<file path="src/rtl/cam_array.sv">
// cam_array: parametrised content-addressable memory with per-entry valid bits.
//
// Entries are loaded by an init sequence, then queried and modified by key-based
// operations. Each accepted operation returns registered match results one
// cycle later. These results always describe the match before the operation's
// own writes are applied.
//
// Ports
//   clk          rising-edge clock
//   rst_n        asynchronous active-low reset
//   init         start/restart the init sequence (wins over op_valid)
//   busy         high while the init sequence runs
//   op_valid     operation request
//   op_ready     (state == IDLE) && !init
//   op_code      00 LOOKUP, 01 REPLACE, 10 WRITE, 11 INVALIDATE
//   key          match key (all ops)
//   new_data     write data (REPLACE, WRITE)
//   wr_addr      target entry (WRITE only)
//   res_valid    one-cycle pulse, result fields valid
//   hit          at least one valid entry matched
//   min_addr     lowest matching index (0 when no match)
//   max_addr     highest matching index (0 when no match)
//   match_count  number of matching valid entries
//
// state  | meaning
// -------+------------------------------------------------------------
// IDLE   | accepting operations (op_ready when init is low)
// INIT   | loading entry cnt with INIT_BASE+cnt each cycle, DEPTH cycles
module cam_array #(
    parameter  int WIDTH     = 4,
    parameter  int DEPTH     = 8,
    parameter  int INIT_BASE = 8,
    localparam int AW        = $clog2(DEPTH),
    localparam int CW        = $clog2(DEPTH + 1)
) (
    input  logic             clk,
    input  logic             rst_n,
    input  logic             init,
    output logic             busy,
    input  logic             op_valid,
    output logic             op_ready,
    input  logic [1:0]       op_code,
    input  logic [WIDTH-1:0] key,
    input  logic [WIDTH-1:0] new_data,
    input  logic [AW-1:0]    wr_addr,
    output logic             res_valid,
    output logic             hit,
    output logic [AW-1:0]    min_addr,
    output logic [AW-1:0]    max_addr,
    output logic [CW-1:0]    match_count
);

    localparam logic [0:0] ST_IDLE = 1'b0;
    localparam logic [0:0] ST_INIT = 1'b1;

    localparam logic [1:0] OP_LOOKUP     = 2'b00;
    localparam logic [1:0] OP_REPLACE    = 2'b01;
    localparam logic [1:0] OP_WRITE      = 2'b10;
    localparam logic [1:0] OP_INVALIDATE = 2'b11;

    localparam logic [AW-1:0] CNT_LAST = AW'(DEPTH - 1);
    localparam logic [AW:0]   DEPTH_W  = (AW + 1)'(DEPTH);

    logic [0:0]       state;
    logic [AW-1:0]    cnt;
    logic [WIDTH-1:0] data_q [DEPTH];
    logic [DEPTH-1:0] vld_q;

    logic [DEPTH-1:0] match;
    logic             match_any;
    logic [AW-1:0]    match_min;
    logic [AW-1:0]    match_max;
    logic [CW-1:0]    match_cnt;
    logic             accept;
    logic             init_wr;
    logic             wr_in_range;
    logic [WIDTH-1:0] init_val;

    assign busy     = (state == ST_INIT);
    assign op_ready = (state == ST_IDLE) && !init;
    assign accept   = op_valid && op_ready;

    // A restart request during INIT resets the counter instead of loading.
    assign init_wr  = (state == ST_INIT) && !init;
    assign init_val = WIDTH'(INIT_BASE + int'(cnt));

    // Only meaningful when DEPTH is not a power of two.
    assign wr_in_range = ({1'b0, wr_addr} < DEPTH_W);

    always_comb begin
        for (int i = 0; i < DEPTH; i++) begin
            match[i] = vld_q[i] && (data_q[i] == key);
        end
    end

    // Lowest match wins min (first hit); highest match wins max (last hit).
    always_comb begin
        match_any = 1'b0;
        match_min = '0;
        match_max = '0;
        match_cnt = '0;
        for (int i = 0; i < DEPTH; i++) begin
            if (match[i]) begin
                if (!match_any) begin
                    match_min = AW'(i);
                end
                match_any = 1'b1;
                match_max = AW'(i);
            end
            match_cnt = match_cnt + CW'(match[i]);
        end
    end

    always_ff @(posedge clk or negedge rst_n) begin
        if (!rst_n) begin
            state <= ST_IDLE;
            cnt   <= '0;
        end else begin
            case (state)
                ST_IDLE: begin
                    if (init) begin
                        state <= ST_INIT;
                        cnt   <= '0;
                    end
                end
                ST_INIT: begin
                    if (init) begin
                        cnt <= '0;
                    end else if (cnt == CNT_LAST) begin
                        state <= ST_IDLE;
                        cnt   <= '0;
                    end else begin
                        cnt <= cnt + 1'b1;
                    end
                end
                default: begin
                    state <= ST_IDLE;
                    cnt   <= '0;
                end
            endcase
        end
    end

    // Init loading and op writes are mutually exclusive: ops are only
    // accepted in IDLE.
    always_ff @(posedge clk or negedge rst_n) begin
        if (!rst_n) begin
            for (int i = 0; i < DEPTH; i++) begin
                data_q[i] <= '0;
            end
            vld_q <= '0;
        end else if (init_wr) begin
            data_q[cnt] <= init_val;
            vld_q[cnt]  <= 1'b1;
        end else if (accept) begin
            case (op_code)
                OP_REPLACE: begin
                    for (int i = 0; i < DEPTH; i++) begin
                        if (match[i]) begin
                            data_q[i] <= new_data;
                        end
                    end
                end
                OP_WRITE: begin
                    if (wr_in_range) begin
                        data_q[wr_addr] <= new_data;
                        vld_q[wr_addr]  <= 1'b1;
                    end
                end
                OP_INVALIDATE: begin
                    vld_q <= vld_q & ~match;
                end
                OP_LOOKUP: begin
                end
                default: begin
                end
            endcase
        end
    end

    // Result fields hold their last value between accepted ops.
    always_ff @(posedge clk or negedge rst_n) begin
        if (!rst_n) begin
            res_valid   <= 1'b0;
            hit         <= 1'b0;
            min_addr    <= '0;
            max_addr    <= '0;
            match_count <= '0;
        end else begin
            res_valid <= accept;
            if (accept) begin
                hit         <= match_any;
                min_addr    <= match_min;
                max_addr    <= match_max;
                match_count <= match_cnt;
            end
        end
    end

endmodule

</file>
<file path="config.mk">
export PLATFORM = sky130hd
export DESIGN_NAME = cam_array
export DESIGN_NICKNAME = d
export VERILOG_FILES = /design/src/rtl/cam_array.sv
export SDC_FILE = /design/constraint.sdc
export NUM_CORES = 1
export LEC_CHECK = 0
export ABC_CLOCK_PERIOD_IN_PS = 7600
export CELL_PAD_IN_SITES_DETAIL_PLACEMENT = 2
export CELL_PAD_IN_SITES_GLOBAL_PLACEMENT = 2
export CORE_MARGIN = 5
export CORE_UTILIZATION = 40
export DETAILED_ROUTE_END_ITERATION = 12
export PLACE_DENSITY = 0.94
export SLEW_MARGIN = 10
export SYNTH_ARGS = -nofsm -noshare
export SYNTH_HDL_FRONTEND = slang
export SYNTH_SLANG_ARGS = --single-unit
</file>
<file path="constraint.sdc">
create_clock -name clk -period 7.6 [get_ports clk]
set_input_delay 1.52 -clock clk [delete_from_list [all_inputs] [get_ports clk]]
set_output_delay 1.52 -clock clk [all_outputs]
set_load 0.05 [all_outputs]
</file>
### Yosys cells after proc, flatten, opt, wreduce, memory -nomap -nowiden

Index checks and enable logic that the tools add are counted.

| word-level totals | value |
|---|---|
| word-level logic and storage cells | 150 |
| bits in registers | 56 |
| output and inout port bits | 14 |
| input port bits | 17 |

| cells by class | value |
|---|---|
| mux-type cells | 61 |
| equality and inequality tests | 21 |
| order comparisons | 8 |
| bitwise logic cells | 7 |
| reduce and logical (&&, ||, !) cells | 28 |
| add/subtract/negate cells | 9 |

Operators with widths:

| kind | number |
|---|---|
| 32-bit bitwise mux | 2 |
| 32-bit 2-to-1 mux | 2 |
| 32-bit one-hot mux with 2 select lines | 1 |
| 3-bit 2-to-1 mux | 21 |
| 4-bit 2-to-1 mux | 10 |
| 4-bit equality test | 8 |
| 4-bit demux with 3-bit select | 2 |
| 3-bit inequality test, second input constant | 8 |
| 3-bit AND reduction | 8 |
| 4-bit by 1-bit adder with 4-bit output | 4 |
| 1-bit 2-to-1 mux | 16 |
| 8-bit 2-to-1 mux | 2 |
| 8-bit bitwise OR | 2 |
| 8-bit one-hot mux with 2 select lines | 1 |
| 1-bit logical AND | 15 |
| 8-bit bitwise AND | 1 |
| 4-bit greater-or-equal comparator, second input constant | 2 |
| 3-bit by 4-bit less-than comparator with 1-bit output, second input constant | 2 |
| 4-bit by 1-bit less-than comparator with 1-bit output, second input constant | 2 |
| 3-bit inverter with 4-bit output | 2 |
| 8-bit inverter | 1 |
| 1-bit demux with 3-bit select | 2 |
| 3-bit by 1-bit greater-or-equal comparator with 1-bit output, second input constant | 2 |
| 3-bit one-hot mux with 2 select lines | 1 |
| other kinds (15) | 17 |

### Logic depth before layout (Yosys ltp)

Gate-level depths: netlist (run 1).

| logic depth | value |
|---|---|
| depth in word-level cells | 17 |
| gate-level depth with buffers | 16 |
| gate-level depth less buffers | 15 |

### Least setup slack after synthesis (run 1)

No wires, ideal clock.

| timing path | value |
|---|---|
| path kind | in2reg |
| from | input key[2] |
| to | register match_count[2] |
| buffers on the path | 1 |
| setup slack | 2.790 ns |
| arrival | 4.728 ns |
| stages on the path | 16 |
| setup time | 0.083 ns |
| data required time | 7.517 ns |
| path through | buf_4 -> xor2_1 -> nor4_2 -> and2_1 -> inv_1 -> fa_1 -> inv_1 -> fa_1 -> inv_1 -> fa_1 -> inv_1 -> ha_1 -> inv_1 -> fa_1 -> xor2_1 -> o21ai_0 |

| on the way | value |
|---|---|
| longest elaborated chain between the ends | 9 |
| elaborated cells on any way between the ends | 23 |
| those cells by class | add/sub (7); eq/ne (8); reduce/logical (8) |

Ends and longest elaborated chain:

| item | line | source |
|---|---|---|
| start, declared | 43 | `input logic [WIDTH-1:0] key,` |
| 4-bit equality test | 92 | `match[i] = vld_q[i] && (data_q[i] == key);` |
| 1-bit logical AND | 92 |  |
| 1-bit by 1-bit adder with 2-bit output | 110 | `match_cnt = match_cnt + CW'(match[i]);` |
| 2-bit by 1-bit adder with 3-bit output | 110 |  |
| 3-bit by 1-bit adder with 4-bit output | 110 |  |
| 4-bit by 1-bit adder with 4-bit output (3 in series) | 110 |  |
| 4-bit by 1-bit adder with 4-bit output * | 110 |  |
| end signal, assigned | 195 | `match_count <= match_cnt;` |
| end, declared | 50 | `output logic [CW-1:0] match_count` |

Mark *: on every way between the ends. The rest lies on a longest branch, timed or not.
A chain may end at the register's enable or synchronous reset.

### Worst setup path after layout (run 1)

| timing path | value |
|---|---|
| from | input key[3] |
| to | register match_count[2] |

The elaborated chain is that of the path after synthesis.

==> results of run 1 <==
==> cells in the final DEF (no fill, tap or decap), types with 5 or more instances in the layout <==
cell	netlist	layout
nand2b_1	5	5
ha_1	7	7
nand3_1	7	7
dfrtp_1	56	56
clkdlybuf4s50_1	0	29
inv_1	17	17
mux2_1	25	25
nor2_1	36	36
o21ai_0	15	15
xor2_1	21	21
clkbuf_8	0	5
o21ai_1	13	13
nand2_1	40	40
xnor2_1	12	12
a21oi_1	20	20
nand4_1	8	8
==> cell usage after synthesis (5+ instances only) <==
library cell  instances
mux2_1               25
xnor2_1              12
xor2_1               21
nor2_1               36
nand4_1               8
a21oi_1              20
inv_1                17
nand2_1              40
ha_1                  7
nand2b_1              5
dfrtp_1              56
o21ai_0              15
clkbuf_1              8
nand3_1               7
o21ai_1              13
==> worst paths after layout <==
| path | depth (start not counted) | slack (ps) | endpoint |
|---|---|---|---|
| hold / removal | 1 | 490 | max_addr[2] |
| min in group asynchronous | 2 | 1310 | data_q[7] |
| setup reg to reg | 14 | 3410 | match_count[2] |
| max in group asynchronous | 2 | 5760 | vld_q[3] |
| hold reg to reg | 1 | 490 | max_addr[2] |
| setup / recovery | 15 | 1820 | match_count[2] |
==> layout make-up <==
cell class | instances | share of cell area [%]
sequential | 56 | 35.1
multi-input combinational | 283 | 49.7
inverter | 19 | 1.79
timing repair buffer | 31 | 7.59
clock inverter | 3 | 0.628
clock buffer | 5 | 1.73
tap | 108 | 3.39
==> sequential cells by signal, indices dropped and copies added (netlist names) <==
name,count
busy,1
cnt,3
data_q,32
hit,1
match_count,4
max_addr,3
min_addr,3
res_valid,1
vld_q,8
==> cells by family (layout without fill, tap and decap cells) <==
| group | Yosys count | after routing | synth area share, % |
|---|---|---|---|
| flops | 56 | 56 | 39.8 |
| xor+xnor | 33 | 33 | 8.20 |
| simple gates | 126 | 126 | 17.9 |
| fa+ha+maj | 11 | 11 | 4.76 |
| compound gates | 79 | 79 | 14.3 |
| buf+inv | 33 | 58 | 3.94 |
| mux | 34 | 34 | 11.2 |
==> power breakdown <==
part	switching, mW	internal [mW]	leakage (nW)
logic	0.183	0.119	1.04
clock network	0.112	0.0676	0.0452
registers	0.0613	0.355	0.687
total	0.356	0.542	1.78
==> routing by layer <==
layer  vias to the layer above  part of all wire, %  wire [um]  track usage [%]
met3                        51                  4.4        578             3.60
met2                       122                   50       6490             42.4
li1                       1340                    -          -                -
met4                         0                  5.3        693             13.5
met1                      1603                   40       5280             29.5
met5                         -                    0          0                0
==> metrics by stage <==
stage / power (mW) / area, sq um / hold slack (ps)
finish: 0.898 / 3990 / 492
global route: 0.943 / 3990 / 518
CTS: 0.899 / 3990 / 498
detailed placement: 0.711 / 3890 / 473
global placement: 0.673 / 3890 / 460
floorplan: 0.596 / 3520 / 453
==> flow_summary_export.csv, run 1 <==
group,metric,value,unit
run_status,status,"complete, no violations",
floorplan,io-pin-count,31,
place,place_hpwl,9430,um
critical_path,critPathTopFamily,"adder cells",
finish,fin_cells,505,
pwr,leakagePower,1.78,nW
sta,grt_setup_unrepaired,"no",
sta,fin_skew,16.0,ps
routing,drt_iter0_drc,179,
place,pre_cts_ws,1570,ps
worst_hold_path,worstHoldStart,"max_addr[2]",
routing,drtPass1Iterations,5,
routing,ant_nets,0,
global_route,grt_use_total,24.7,%
logic_synthesis,synth_top_area_share,39.8,%
job,maxCapViolations,0,
clocking,root_buffer,"clkbuf_8",
clocking,worstSkewPairLatency,330,ps
global_route,gr-total-overflow,0,
pwr,power_density,225,mW/mm^2
critical_path,crit_fanout,8,
logic_synthesis,async_flop_share,100,%
critical_path,critical_path_arrival,6020,ps
sta,fmax,0.173,GHz
finish,multi_input_area,0.00198,sq mm
finish,fin_nets,424,
sta,finalSetupTns,0,ps
global_route,grt_first_pass_wirelength,21000,um
finish,fillers,935,
sta,tightest_slew,981,ps
critical_path,crit_path_cell_trace,"clkdlybuf4s50_1, xor2_1, nor4_1, nand2_1, fa_1, inv_1, fa_1, inv_1, fa_1, inv_1, ha_1, inv_1, fa_1, xor2_1, o21ai_0",
logic_synthesis,syn_nets,400,
clocking,htree_levels,2,
critical_path,cp-startpoint,"key[3]",
place,dp.cells,497,
logic_synthesis,synth_area_per_cell,9.47,sq um
pwr,peakVddDrop,0.0825,mV
clocking,postCtsSetupBuffers,0,
sta,fin_crit,5780,ps
clocking,post_cts_resized,0,
floorplan,placement_rows,34,
global_route,first_global_vias,3602,
clocking,cts_tree,"built",
sta,setup_ws,1820,ps
clocking,cts_buffers,5,
logic_synthesis,yosys_warnings,0,
sta,maxSlewViolCount,0,
logic_synthesis,ys.flop_type,"dfrtp_1",
logic_synthesis,yosys_register_bits,56,
logic_synthesis,synth_edf_count,0,
sta,setup_violations,0,
floorplan,dieArea,0.0108,sq mm
routing,vias,3116,
finish,diodes,0,
finish,drive_above_1_share,6.55,%
finish,syn2layout_area_growth,13.2,%
finish,regArea,0.00140,sq mm
logic_synthesis,yosys.area.top_type,"dfrtp_1",
floorplan,core-area,0.00864,sq mm
critical_path,worst-path-buf-inv,5,
clocking,clock_sinks,56,
critical_path,cp.required,7830,ps
critical_path,critical_path_class,"primary input to flip-flop",
sta,hold_violations,0,
routing,wl_per_cell,25.8,um
sta,slew_headroom,34.4,%
worst_hold_path,hold_class,"flip-flop to flip-flop",
routing,drc_errors,0,
clocking,clk_transition_reported_paths,120,ps
critical_path,cp_slowest_stage_delay,690,ps
floorplan,die_w,104,um
routing,vias_per_cell,6.17,
logic_synthesis,synth_area_leaders,"dfrtp_1 (40%), mux2_1 (8.0%), xor2_1 (5.2%)",
critical_path,worst_setup_path_end_kind,"flip-flop",
floorplan,initial_core_util,40.8,%
clocking,clockBufferDepth,2,
global_route,grt_max_degree,57,
routing,routed_wl,13000,um
place,gp_congestion,0.923,
logic_synthesis,synth_seq_area_share,39.8,%
global_route,grt_antenna_before_repair,0,
place,port_buffers,30,
logic_synthesis,synth_cells,372,
logic_synthesis,syn-cell-area,0.00352,sq mm
finish,fin_util,46.2,%
critical_path,timing.rr.start,"data_q[31]",
critical_path,crit_path_top_delay_cell,"clkdlybuf4s50_1",
critical_path,start_kind,"primary input",
sta,fin_crit_sh,76.1,%
logic_synthesis,synth.distinct_cells,53,
floorplan,die_h,104,um
clocking,cts_hold_buffers,0,
Note: power is estimated with default switching activity, not from simulation.
==> inputs of run 2 (changes only) <==
- ABC_CLOCK_PERIOD_IN_PS: 7600 -> 5200
- CORE_UTILIZATION: 40 -> 33
- PLACE_DENSITY: 0.94 -> 0.84
- clock period: 7.6 -> 5.2 ns (I/O delays scaled with it)
==> flow_summary_export.csv, run 2 (synthesis results as in run 1) <==
group,metric,value,unit
floorplan,dieArea,0.0128,sq mm
floorplan,core-area,0.0104,sq mm
clocking,cts_tree,"built",
job,maxCapViolations,0,
routing,drc_errors,0,
global_route,first_global_vias,3349,
worst_hold_path,hold_class,"flip-flop to flip-flop",
global_route,grt_antenna_before_repair,0,
finish,top_regs,"data_q: 32 flops, vld_q: 8 flops, match_count: 4 flops",
finish,largest_reg_flops,32,
global_route,grt_use_total,18.9,%
run_status,status,"complete, no violations",
floorplan,placement_rows,37,
clocking,worstSkewPairLatency,330,ps
sta,hold_violations,0,
clocking,clockBufferDepth,2,
critical_path,start_kind,"primary input",
sta,slew_headroom,50.0,%
finish,fin_util,39.5,%
clocking,cts_buffers,5,
clocking,root_buffer,"clkbuf_8",
routing,vias_per_cell,5.49,
sta,finalSetupTns,0,ps
global_route,grt_first_pass_wirelength,18900,um
place,place_hpwl,8910,um
routing,ant_nets,0,
critical_path,cp_slowest_stage_delay,650,ps
clocking,htree_levels,2,
finish,mostFrequentLayoutCells,"dfrtp_1 (56), nand2_1 (40), nor2_1 (36)",
worst_hold_path,hold_depth,1,
routing,routed_wl,11600,um
critical_path,crit_fanout,6,
clocking,postCtsSetupBuffers,0,
routing,vias,2973,
global_route,gr-total-overflow,0,
pwr,power_density,319,mW/mm^2
critical_path,crit_path_cell_trace,"clkdlybuf4s50_1, xor2_1, nor4_1, nand2_1, fa_1, inv_1, fa_1, inv_1, fa_1, inv_1, ha_1, inv_1, fa_1, xor2_1, o21ai_0",
finish,syn2layout_area_growth,16.2,%
floorplan,die_w,113,um
sta,maxSlewViolCount,0,
sta,fin_crit,4950,ps
place,gp_congestion,0.897,
finish,diodes,0,
finish,largest-register,"data_q",
floorplan,io-pin-count,31,
critical_path,critical_path_arrival,5200,ps
floorplan,die_h,113,um
finish,drive_above_1_share,8.62,%
critical_path,reg2reg_depth,14,
place,port_buffers,30,
sta,fin_skew,8.77,ps
clocking,post_cts_resized,0,
sta,fmax,0.202,GHz
routing,drtPass1Iterations,4,
critical_path,cp.required,5450,ps
clocking,clk_transition_reported_paths,110,ps
critical_path,cp.depth,15,
critical_path,critical_path_class,"primary input to flip-flop",
global_route,grt_max_degree,57,
critical_path,crit_path_top_delay_cell,"clkdlybuf4s50_1",
clocking,clock_sinks,56,
pwr,peakVddDrop,0.120,mV
sta,tightest_slew,750,ps
critical_path,worst-path-buf-inv,5,
routing,wl_per_cell,21.3,um
sta,fin_crit_sh,95.2,%
sta,grt_setup_unrepaired,"no",
sta,setup_violations,0,
critical_path,worst_setup_path_end_kind,"flip-flop",
finish,fin_nets,433,
pwr,leakagePower,1.82,nW
floorplan,initial_core_util,34.0,%
finish,layout_commonest_cell,"dfrtp_1",
clocking,cts_hold_buffers,0,
critical_path,critPathTopFamily,"adder cells",
routing,drt_iter0_drc,123,
[run 2: area by class of cell]
cell class	instances	area (sq um)
multi-input cells	283	1980
clock buffers	5	68.8
repair buffers	40	370
clock inverters	3	28.8
fillers	1157	6280
inverters	19	71.3
well taps	136	170
flip-flops and latches	56	1400
[run 2: final timing paths]
path | start | endpoint | slack [ps]
worst min-delay path | max_addr[2] | max_addr[2] | 490
worst max-delay path | key[2] | match_count[2] | 250
worst min register to register | max_addr[2] | max_addr[2] | 490
worst max register to register | data_q[30] | match_count[2] | 1320
max in group asynchronous | rst_n | vld_q[7] | 3860
min in group asynchronous | rst_n | data_q[15] | 830
[run 2: per-layer routing]
metal	track usage [%]	wire, um	up-vias
li1	-	-	1359
met4	6.01	257	0
met5	0	0	-
met1	24.1	5000	1546
met2	33.1	5850	51
met3	2.51	458	17
[run 2: report_power, final]
part / leakage [nW] / total, mW / switching (mW) / internal [mW]
logic: 1.09 / 0.426 / 0.246 / 0.180
registers: 0.687 / 0.600 / 0.0814 / 0.519
clock network: 0.0511 / 0.278 / 0.175 / 0.102
[run 2: metrics by stage]
| step | total power, mW | instances | instance area, sq um | worst slack, ps | hold WS (ps) |
|---|---|---|---|---|---|
| floorplan | 0.871 | 372 | 3520 | 870 | 453 |
| global placement | 0.999 | 534 | 4000 | 199 | 460 |
| detailed placement | 1.03 | 534 | 4000 | -40.6 | 469 |
| CTS | 1.31 | 542 | 4090 | 237 | 496 |
| global route | 1.38 | 542 | 4090 | 32.2 | 519 |
| finish | 1.30 | 542 | 4090 | 250 | 488 |
[run 2: worst reg2reg max path: stages (launching register included)]
cell and delay (ps):
dfrtp_1 420, xor2_1 160, nor4_1 480, nand2_1 190
fa_1 550, inv_1 50, fa_1 470, inv_1 50
fa_1 440, inv_1 70, ha_1 160, inv_1 60
fa_1 390, xor2_1 150, o21ai_0 150
